--- config.mk ---
export PLATFORM = sky130hd
export DESIGN_NAME = ula_operand_loader
export DESIGN_NICKNAME = d
export VERILOG_FILES = /design/src/rtl/ula_pkg.sv /design/src/rtl/ula_operand_loader.sv
export SDC_FILE = /design/constraint.sdc
export NUM_CORES = 1
export LEC_CHECK = 0
export ABC_AREA = 0
export BUFFER_PORTS_ARGS = -buffer_cell sky130_fd_sc_hd__buf_2
export CAP_MARGIN = 5
export CORE_UTILIZATION = 49
export CTS_CLUSTER_SIZE = 16
export DETAILED_ROUTE_END_ITERATION = 10
export GPL_ROUTABILITY_DRIVEN = 0
export HOLD_SLACK_MARGIN = 0.05
export PLACE_DENSITY = 0.81
export SLEW_MARGIN = 20
export SYNTH_ARGS = -nofsm -noshare
export SYNTH_HDL_FRONTEND = slang
export SYNTH_SLANG_ARGS = --single-unit
export TNS_END_PERCENT = 50
--- constraint.sdc ---
create_clock -name clk -period 1.9 [get_ports clk]
set_input_delay 0.285 -clock clk [delete_from_list [all_inputs] [get_ports clk]]
set_output_delay 0.285 -clock clk [all_outputs]
set_load 0.02 [all_outputs]
--- src/rtl/ula_pkg.sv ---
// ula_pkg
//   Shared definitions for the logic-unit operand loader and the logic unit
//   it feeds: loader FSM state encoding, default opcode width and the opcode
//   encodings.
//
//   Opcode layout (3 bits): [2:1] selects the operation family, [0] inverts
//   the result (AND/NAND, OR/NOR, XOR/XNOR, NOT/buffer).
package ula_pkg;

  // Opcode width shared by the loader's Opcode output and the logic unit's
  // opcode input; both sides must agree.
  localparam int ULA_OPW = 3;

  typedef enum logic [1:0] {
    GET_A  = 2'd0,
    GET_B  = 2'd1,
    GET_OP = 2'd2,
    HOLD   = 2'd3
  } ula_state_e;

  // Operation family in opcode bits [2:1].
  typedef enum logic [1:0] {
    FAM_AND = 2'b00,
    FAM_OR  = 2'b01,
    FAM_XOR = 2'b10,
    FAM_NOT = 2'b11
  } ula_family_e;

  localparam int OPC_INV_BIT = 0;

  localparam logic [ULA_OPW-1:0] OPC_AND  = 3'b000;
  localparam logic [ULA_OPW-1:0] OPC_NAND = 3'b001;
  localparam logic [ULA_OPW-1:0] OPC_OR   = 3'b010;
  localparam logic [ULA_OPW-1:0] OPC_NOR  = 3'b011;
  localparam logic [ULA_OPW-1:0] OPC_XOR  = 3'b100;
  localparam logic [ULA_OPW-1:0] OPC_XNOR = 3'b101;
  localparam logic [ULA_OPW-1:0] OPC_NOT  = 3'b110;
  localparam logic [ULA_OPW-1:0] OPC_BUF  = 3'b111;

  // Operation family of an opcode word.
  function automatic ula_family_e opc_family(input logic [ULA_OPW-1:0] opc);
    return ula_family_e'(opc[2:1]);
  endfunction

  // True when the opcode asks for the inverted result.
  function automatic logic opc_inverts(input logic [ULA_OPW-1:0] opc);
    return opc[OPC_INV_BIT];
  endfunction

endpackage

--- src/rtl/ula_operand_loader.sv ---
// ula_operand_loader
//   Collects operand A, operand B and an opcode from a shared load bus, one
//   word per load strobe, and presents them to the logic unit as a stable,
//   registered set until the consumer takes it.
//
//   state  | meaning
//   -------+-------------------------------------------------------------
//   GET_A  | waiting for operand A word
//   GET_B  | waiting for operand B word
//   GET_OP | waiting for opcode word; words with upper bits set are rejected
//   HOLD   | operand set valid, waiting for out_ready
//
// Ports
//   clk       : clock, all state updates on the rising edge
//   rst_n     : synchronous active-low reset
//   data_in   : shared load bus (A, then B, then opcode)
//   load      : one-cycle strobe, data_in valid
//   cancel    : abort the sequence, back to GET_A
//   A, B      : registered operands
//   Opcode    : registered opcode
//   out_valid : operand set complete (high exactly in HOLD)
//   out_ready : consumer took the operand set
//   op_err    : one-cycle pulse after a rejected opcode word
//   txn_count : completed handshakes, wraps at 256
module ula_operand_loader
  import ula_pkg::*;
#(
  parameter int WIDTH = 8,
  parameter int OPW   = ULA_OPW
) (
  input  logic             clk,
  input  logic             rst_n,
  input  logic [WIDTH-1:0] data_in,
  input  logic             load,
  input  logic             cancel,
  output logic [WIDTH-1:0] A,
  output logic [WIDTH-1:0] B,
  output logic [OPW-1:0]   Opcode,
  output logic             out_valid,
  input  logic             out_ready,
  output logic             op_err,
  output logic [7:0]       txn_count
);

  ula_state_e       state_q;
  logic [WIDTH-1:0] a_q;
  logic [WIDTH-1:0] b_q;
  logic [OPW-1:0]   op_q;
  logic             valid_q;
  logic             err_q;
  logic [7:0]       cnt_q;
  logic [7:0]       cnt_d;

  // An opcode word is legal only when every bit above the opcode field is 0.
  logic opc_word_ok;
  assign opc_word_ok = (data_in[WIDTH-1:OPW] == '0);

  assign cnt_d = cnt_q + 8'd1;

  always_ff @(posedge clk) begin
    if (!rst_n) begin
      state_q <= GET_A;
      a_q     <= '0;
      b_q     <= '0;
      op_q    <= '0;
      valid_q <= 1'b0;
      err_q   <= 1'b0;
      cnt_q   <= '0;
    end else begin
      // op_err is a pulse; only a rejected opcode in this cycle re-arms it.
      err_q <= 1'b0;
      if (cancel) begin
        // Captured operands are kept; only the sequence position resets.
        state_q <= GET_A;
        valid_q <= 1'b0;
      end else begin
        unique case (state_q)
          GET_A: begin
            if (load) begin
              a_q     <= data_in;
              state_q <= GET_B;
            end
          end
          GET_B: begin
            if (load) begin
              b_q     <= data_in;
              state_q <= GET_OP;
            end
          end
          GET_OP: begin
            if (load) begin
              if (opc_word_ok) begin
                op_q    <= data_in[OPW-1:0];
                state_q <= HOLD;
                valid_q <= 1'b1;
              end else begin
                err_q <= 1'b1;
              end
            end
          end
          HOLD: begin
            // load is ignored here so the presented set stays frozen.
            if (out_ready) begin
              state_q <= GET_A;
              valid_q <= 1'b0;
              cnt_q   <= cnt_d;
            end
          end
          default: begin
            state_q <= GET_A;
            valid_q <= 1'b0;
          end
        endcase
      end
    end
  end

  assign A         = a_q;
  assign B         = b_q;
  assign Opcode    = op_q;
  assign out_valid = valid_q;
  assign op_err    = err_q;
  assign txn_count = cnt_q;

endmodule

# Word-level counts from Yosys, hierarchy flattened
# Cells that the tools add are included.
# Widths: inputs -> output; s select.
classes:
  n_addsub: 1
  eq_ne: 8
  mux: 11
  n_bitwise: 4
  reduce_logical: 11
op_table:
  columns: ["op", "count"]
  rows:
  - ["$mux 2", 5]
  - ["$ne 2x2->1 const B", 5]
  - ["$reduce_and 3->1", 3]
  - ["$add 8x1->8 const B", 1]
  - ["$pmux 2 s4", 1]
  - ["$reduce_and 4->1", 2]
  - ["$logic_not 5->1", 1]
  - ["$reduce_and 5->1", 1]
  - ["$eq 2x2->1 const B", 2]
  - ["$mux 1", 4]
  - ["$not 1->1", 4]
  - ["$reduce_or 4->1", 1]
  - ["$eq 2x1->1 const B", 1]
  - ["$logic_not 2->1", 1]
  - ["$pmux 1 s2", 1]
  - ["$reduce_bool 2->1", 1]
  - ["$reduce_or 2->1", 1]
word_totals:
  regBits: 31
  in_bits: 13
  out_inout_bits: 29

# Logic depth before layout (Yosys ltp)
depth:
  depth_word: 4
  depth_mapped: 7
  depth_no_buf: 6

# Least setup slack after synthesis
# No wires, ideal clock.
synth_timing:
  path_kind: "input -> register"
  from: "input data_in[6]"
  to: "register op_q[0], in the netlist Opcode[0]"
  t_arrival_ns: 1.319
  required_ns: 1.784
  slack_ns: 0.465
  path_stages: 4
  path_buffers: 0
  path_cell_list: "or4_4 nor3_4 mux2i_1 nor2b_1"
synth_via:
  elab_chain_len: 2
synth_rtl:
  columns: ["element", "line", "source"]
  rows:
  - ["start, declared", "ula_operand_loader.sv:33", "input logic [WIDTH-1:0] data_in,"]
  - ["$logic_not 5->1", "ula_operand_loader.sv:56", "assign opc_word_ok = (data_in[WIDTH-1:OPW] == '0);"]
  - ["$reduce_and 4->1 (no line)", null, null]
  - ["end signal, assigned", "ula_operand_loader.sv:93", "op_q <= data_in[OPW-1:0];"]
  - ["end, declared", "ula_operand_loader.sv:48", "logic [OPW-1:0] op_q;"]
# No other way between the ends.
# A chain may end at the register's enable or synchronous reset.

# Final worst setup path
layout_timing:
  from: "register state_q[0]"
  to: "register state_q[1]"
layout_via:
  elab_chain_len: 3
layout_rtl:
  columns: ["element", "line", "source"]
  rows:
  - ["start, declared", "ula_operand_loader.sv:45", "ula_state_e state_q;"]
  - ["start signal, assigned", "ula_operand_loader.sv:62", "state_q <= GET_A;"]
  - ["start signal, assigned", "ula_operand_loader.sv:74", "state_q <= GET_A;"]
  - ["start signal, assigned", "ula_operand_loader.sv:81", "state_q <= GET_B;"]
  - ["$eq 2x2->1, or another cell as far along", "ula_operand_loader.sv:77", "unique case (state_q)"]
  - ["$ne 2x2->1 (no line)", null, null]
  - ["$reduce_and 5->1 (no line)", null, null]
# Parallel ways exist; a longest one is shown, timed or not.

==> key figures <==
Timing
  – Least-Margin Pin Slew: 450 ps
  – Maximum clock frequency: 621 MHz
  – Setup TNS: 0 ps
  – Endpoints failing setup: 0
  – Clk_skew: 7.02 ps
  – Final critical-path share of the clock period: 84.7%
  – Max Transition Viols Final: 0
  – RSZ-0062 raised after global routing: false
  – Minimum clock period: 1610 ps
  – Final hold vios: 0
  – Max-slew headroom: 70.0%

Clocking
  – Resized cells post-CTS: 0
  – TritonCTS buffer count: 5
  – Clock Path Buffers: 2
  – CTS Hold Buffers Added: 0
  – CTS tree: built
  – Sink Count: 31
  – Clock slew at reported path FFs: 100 ps
  – CTS Root Cell: clkbuf_4
  – Worst-Skew Late Latency: 330 ps
  – Postcts setup bufs: 0
  – # H-tree levels: 2

GRT
  – Largest net degree at the start of global routing: 28
  – Overflow left after global routing: 0
  – First-pass GRT wire length: 4890 um
  – Initial antenna violation count: 0
  – Vias in the first global route: 1129
  – Gr usage total: 24.2%

Logic synthesis
  – Synth Area in Simple Gates: 25.9%
  – XOR/XNOR Fraction of Synth Area: 3.87%
  – Synth Area per Inst: 9.69 sq um
  – Net Count, Synth: 158
  – Synthesized flop and latch total: 31
  – Synth Area in Compound Gates: 9.69%
  – Post-Syn Area: 1360 sq um
  – Post-synthesis sequential area ratio: 45.8%
  – Adder-cell share of the synthesized area: 4.61%
  – Largest family of logic cells by synthesized area: simple AND/OR/NAND/NOR gates
  – Mapped Cells: 140
  – Yosys cell types: 28
  – Mux share of post-synthesis cell area: 8.12%
  – Yosys warnings: 0

Worst setup path
  – CP startpoint: state_q[0]
  – Largest stage delay on the critical path: 390 ps
  – Worst-path fanout max: 7
  – Worst path slowest cell: dfxtp_1
  – CP cell instances: inv_1 -> ha_1 -> nor3_1 -> o22ai_1 -> o211ai_1 -> o31ai_1
  – Startpoint Class: register
  – Crit path kind: register to register
  – R2R depth: 6
  – Critical Path Stages: 6
  – CP arrival: 1820 ps
  – CP Capture Type: register
  – Buf/Inv on CP: 1
  – Reg2reg start: state_q[0]
  – Critical path's top delay family: compound AO/OA/AOI/OAI gates
  – Critical path data required time: 2110 ps

Power
  – Sequential power share: 50.5%
  – Net Switching: 0.000308 W
  – Int Power: 0.00102 W
  – Sw Share: 23.2%
  – Pwr per Cell Area: 789 nW/um^2
  – Clk pwr share: 40.7%
  – Worst vdd ir: 611 uV
  – Logic pwr share: 8.8%
  – Lkg Pwr: 0.786 nW

Final layout
  – P&R area growth vs syn: 24.2%
  – Share of cells above drive strength 1: 28.3%
  – Nets: 204
  – Diodes inserted: 0
  – Fin cells: 217

Run status
  – Outcome: completed

Drt
  – 1st-iter DRT viols: 14
  – DR WL/cell: 14.2 um
  – Pre-antenna DRT Iters: 6
  – Vias per cell: 5.41
  – Antenna Violating Nets Remaining: 0
  – Vias: 1174
  – Final wirelength: 3070 um
  – DRC: 0

Flow run
  – Max-Cap Viols: 0

Hold path
  – Hold path startpoint: data_in[0]
  – Hold Crit Class: primary input to register
  – Hold Path Stages: 3

Floorplanning
  – Core area: 2540 sq um
  – Die Y: 54.6 um
  – # IOs: 42
  – Chip width: 54.6 um
  – Row cnt: 18
  – Starting density of the core: 53.3%
  – Full die area: 2980 sq um

Placed design
  – Port bufs: 41
  – Dpl cells: 209
  – Detailed-placement wirelength estimate: 2320 um
synth_stat cells:
library cell  instances  area, sq um
mux2i_1              11          110
buf_2                 1         5.00
o31ai_1               1         7.51
nand4_1               4         25.0
and3_1                2         12.5
o211ai_1              2         15.0
clkbuf_1              3         11.3
inv_1                 3         11.3
a21boi_0             10         75.1
nor2b_1              13         81.3
dfxtp_1              31          621
nand3b_1              2         15.0
o22ai_1               1         6.26
o311a_1               1         10.0
nand2_1              16         60.1
xor2_1                2         17.5
nor3b_1               1         7.51
and3b_1               1         8.76
xnor2_1               4         35.0
nand3_1              11         55.1
nor3_1                3         15.0
nor3_4                1         16.3
or4_4                 1         11.3
ha_1                  5         62.6
o21a_1                1         7.51
o21ai_0               2         10.0
or3_1                 1         6.26
and2_1                6         37.5
cell usage in the layout (no fill, tap or decap), types with 5 or more instances in the layout:
cell type / n
buf_2: 41
dfxtp_1: 31
nand2_1: 16
nor2b_1: 13
nand3_1: 11
mux2i_1: 11
a21boi_0: 10
and2_1: 6
ha_1: 5
clkbuf_4: 5
kinds of logic (layout without fill, tap and decap cells):
family	after synthesis	in the layout
AO/OA/AOI/OAI	18	18
XOR/XNOR	6	6
adder cells (fa/ha/maj)	5	5
buffers and inverters	7	54
flip-flops	31	31
multiplexers	11	11
AND/OR/NAND/NOR	62	62
through the flow:
| stage | hold slack, ps | power, W | area [sq um] | utilization (%) | worst slack (ps) |
|---|---|---|---|---|---|
| after floorplan | 431 | 0.000753 | 1360 | - | 465 |
| after global placement | 452 | 0.000796 | 1600 | 62.8 | 311 |
| after detailed placement | 457 | 0.000802 | 1600 | 62.8 | 261 |
| after CTS | 220 | 0.00135 | 1680 | 66.2 | 293 |
| after global routing | 220 | 0.00138 | 1680 | 66.2 | 117 |
| final | 231 | 0.00133 | 1680 | 66.2 | 290 |
routing by layer:
metal	track usage (%)	part of all wire (%)
met1	28.3	44
met3	8.89	4.5
met2	39.2	51
met4	10.3	0.98
met5	0	0
final timing paths:
path,endpoint,slack [ps]
setup / recovery,state_q[1],290
hold / removal,A[0],230
setup reg to reg,state_q[1],290
hold reg to reg,A[1],470
worst reg2reg max path, delay by kind of cell (launching register included):
kind,cells,cell delay (ps)
flops,1,390
simple gates,1,220
fa+ha+maj,1,300
compound gates,3,480
buf+inv,1,100
power by group through the flow:
stage	registers [W]	logic [W]	clock network [W]
after detailed placement	0.000685	0.000117	0
final	0.000670	0.000117	0.000541
after global routing	0.000672	0.000127	0.000584
after CTS	0.000671	0.000117	0.000559
after floorplan	0.000699	0.0000540	0
after global placement	0.000684	0.000111	0
flip-flops by register name, indices dropped and copies added, names as in the netlist:
register,count
A,8
state_q,2
op_err,1
out_valid,1
B,8
txn_count,8
Opcode,3
cell type report:
cell class / count / area (sq um)
fill: 216 / 861
multi-input combinational: 102 / 708
sequential: 31 / 621
timing repair buffer: 43 / 220
clock buffer: 6 / 51.3
tap: 30 / 37.5
clock inverter: 2 / 35.0
inverter: 3 / 11.3
No activity file was read; power rests on OpenSTA's default activity.
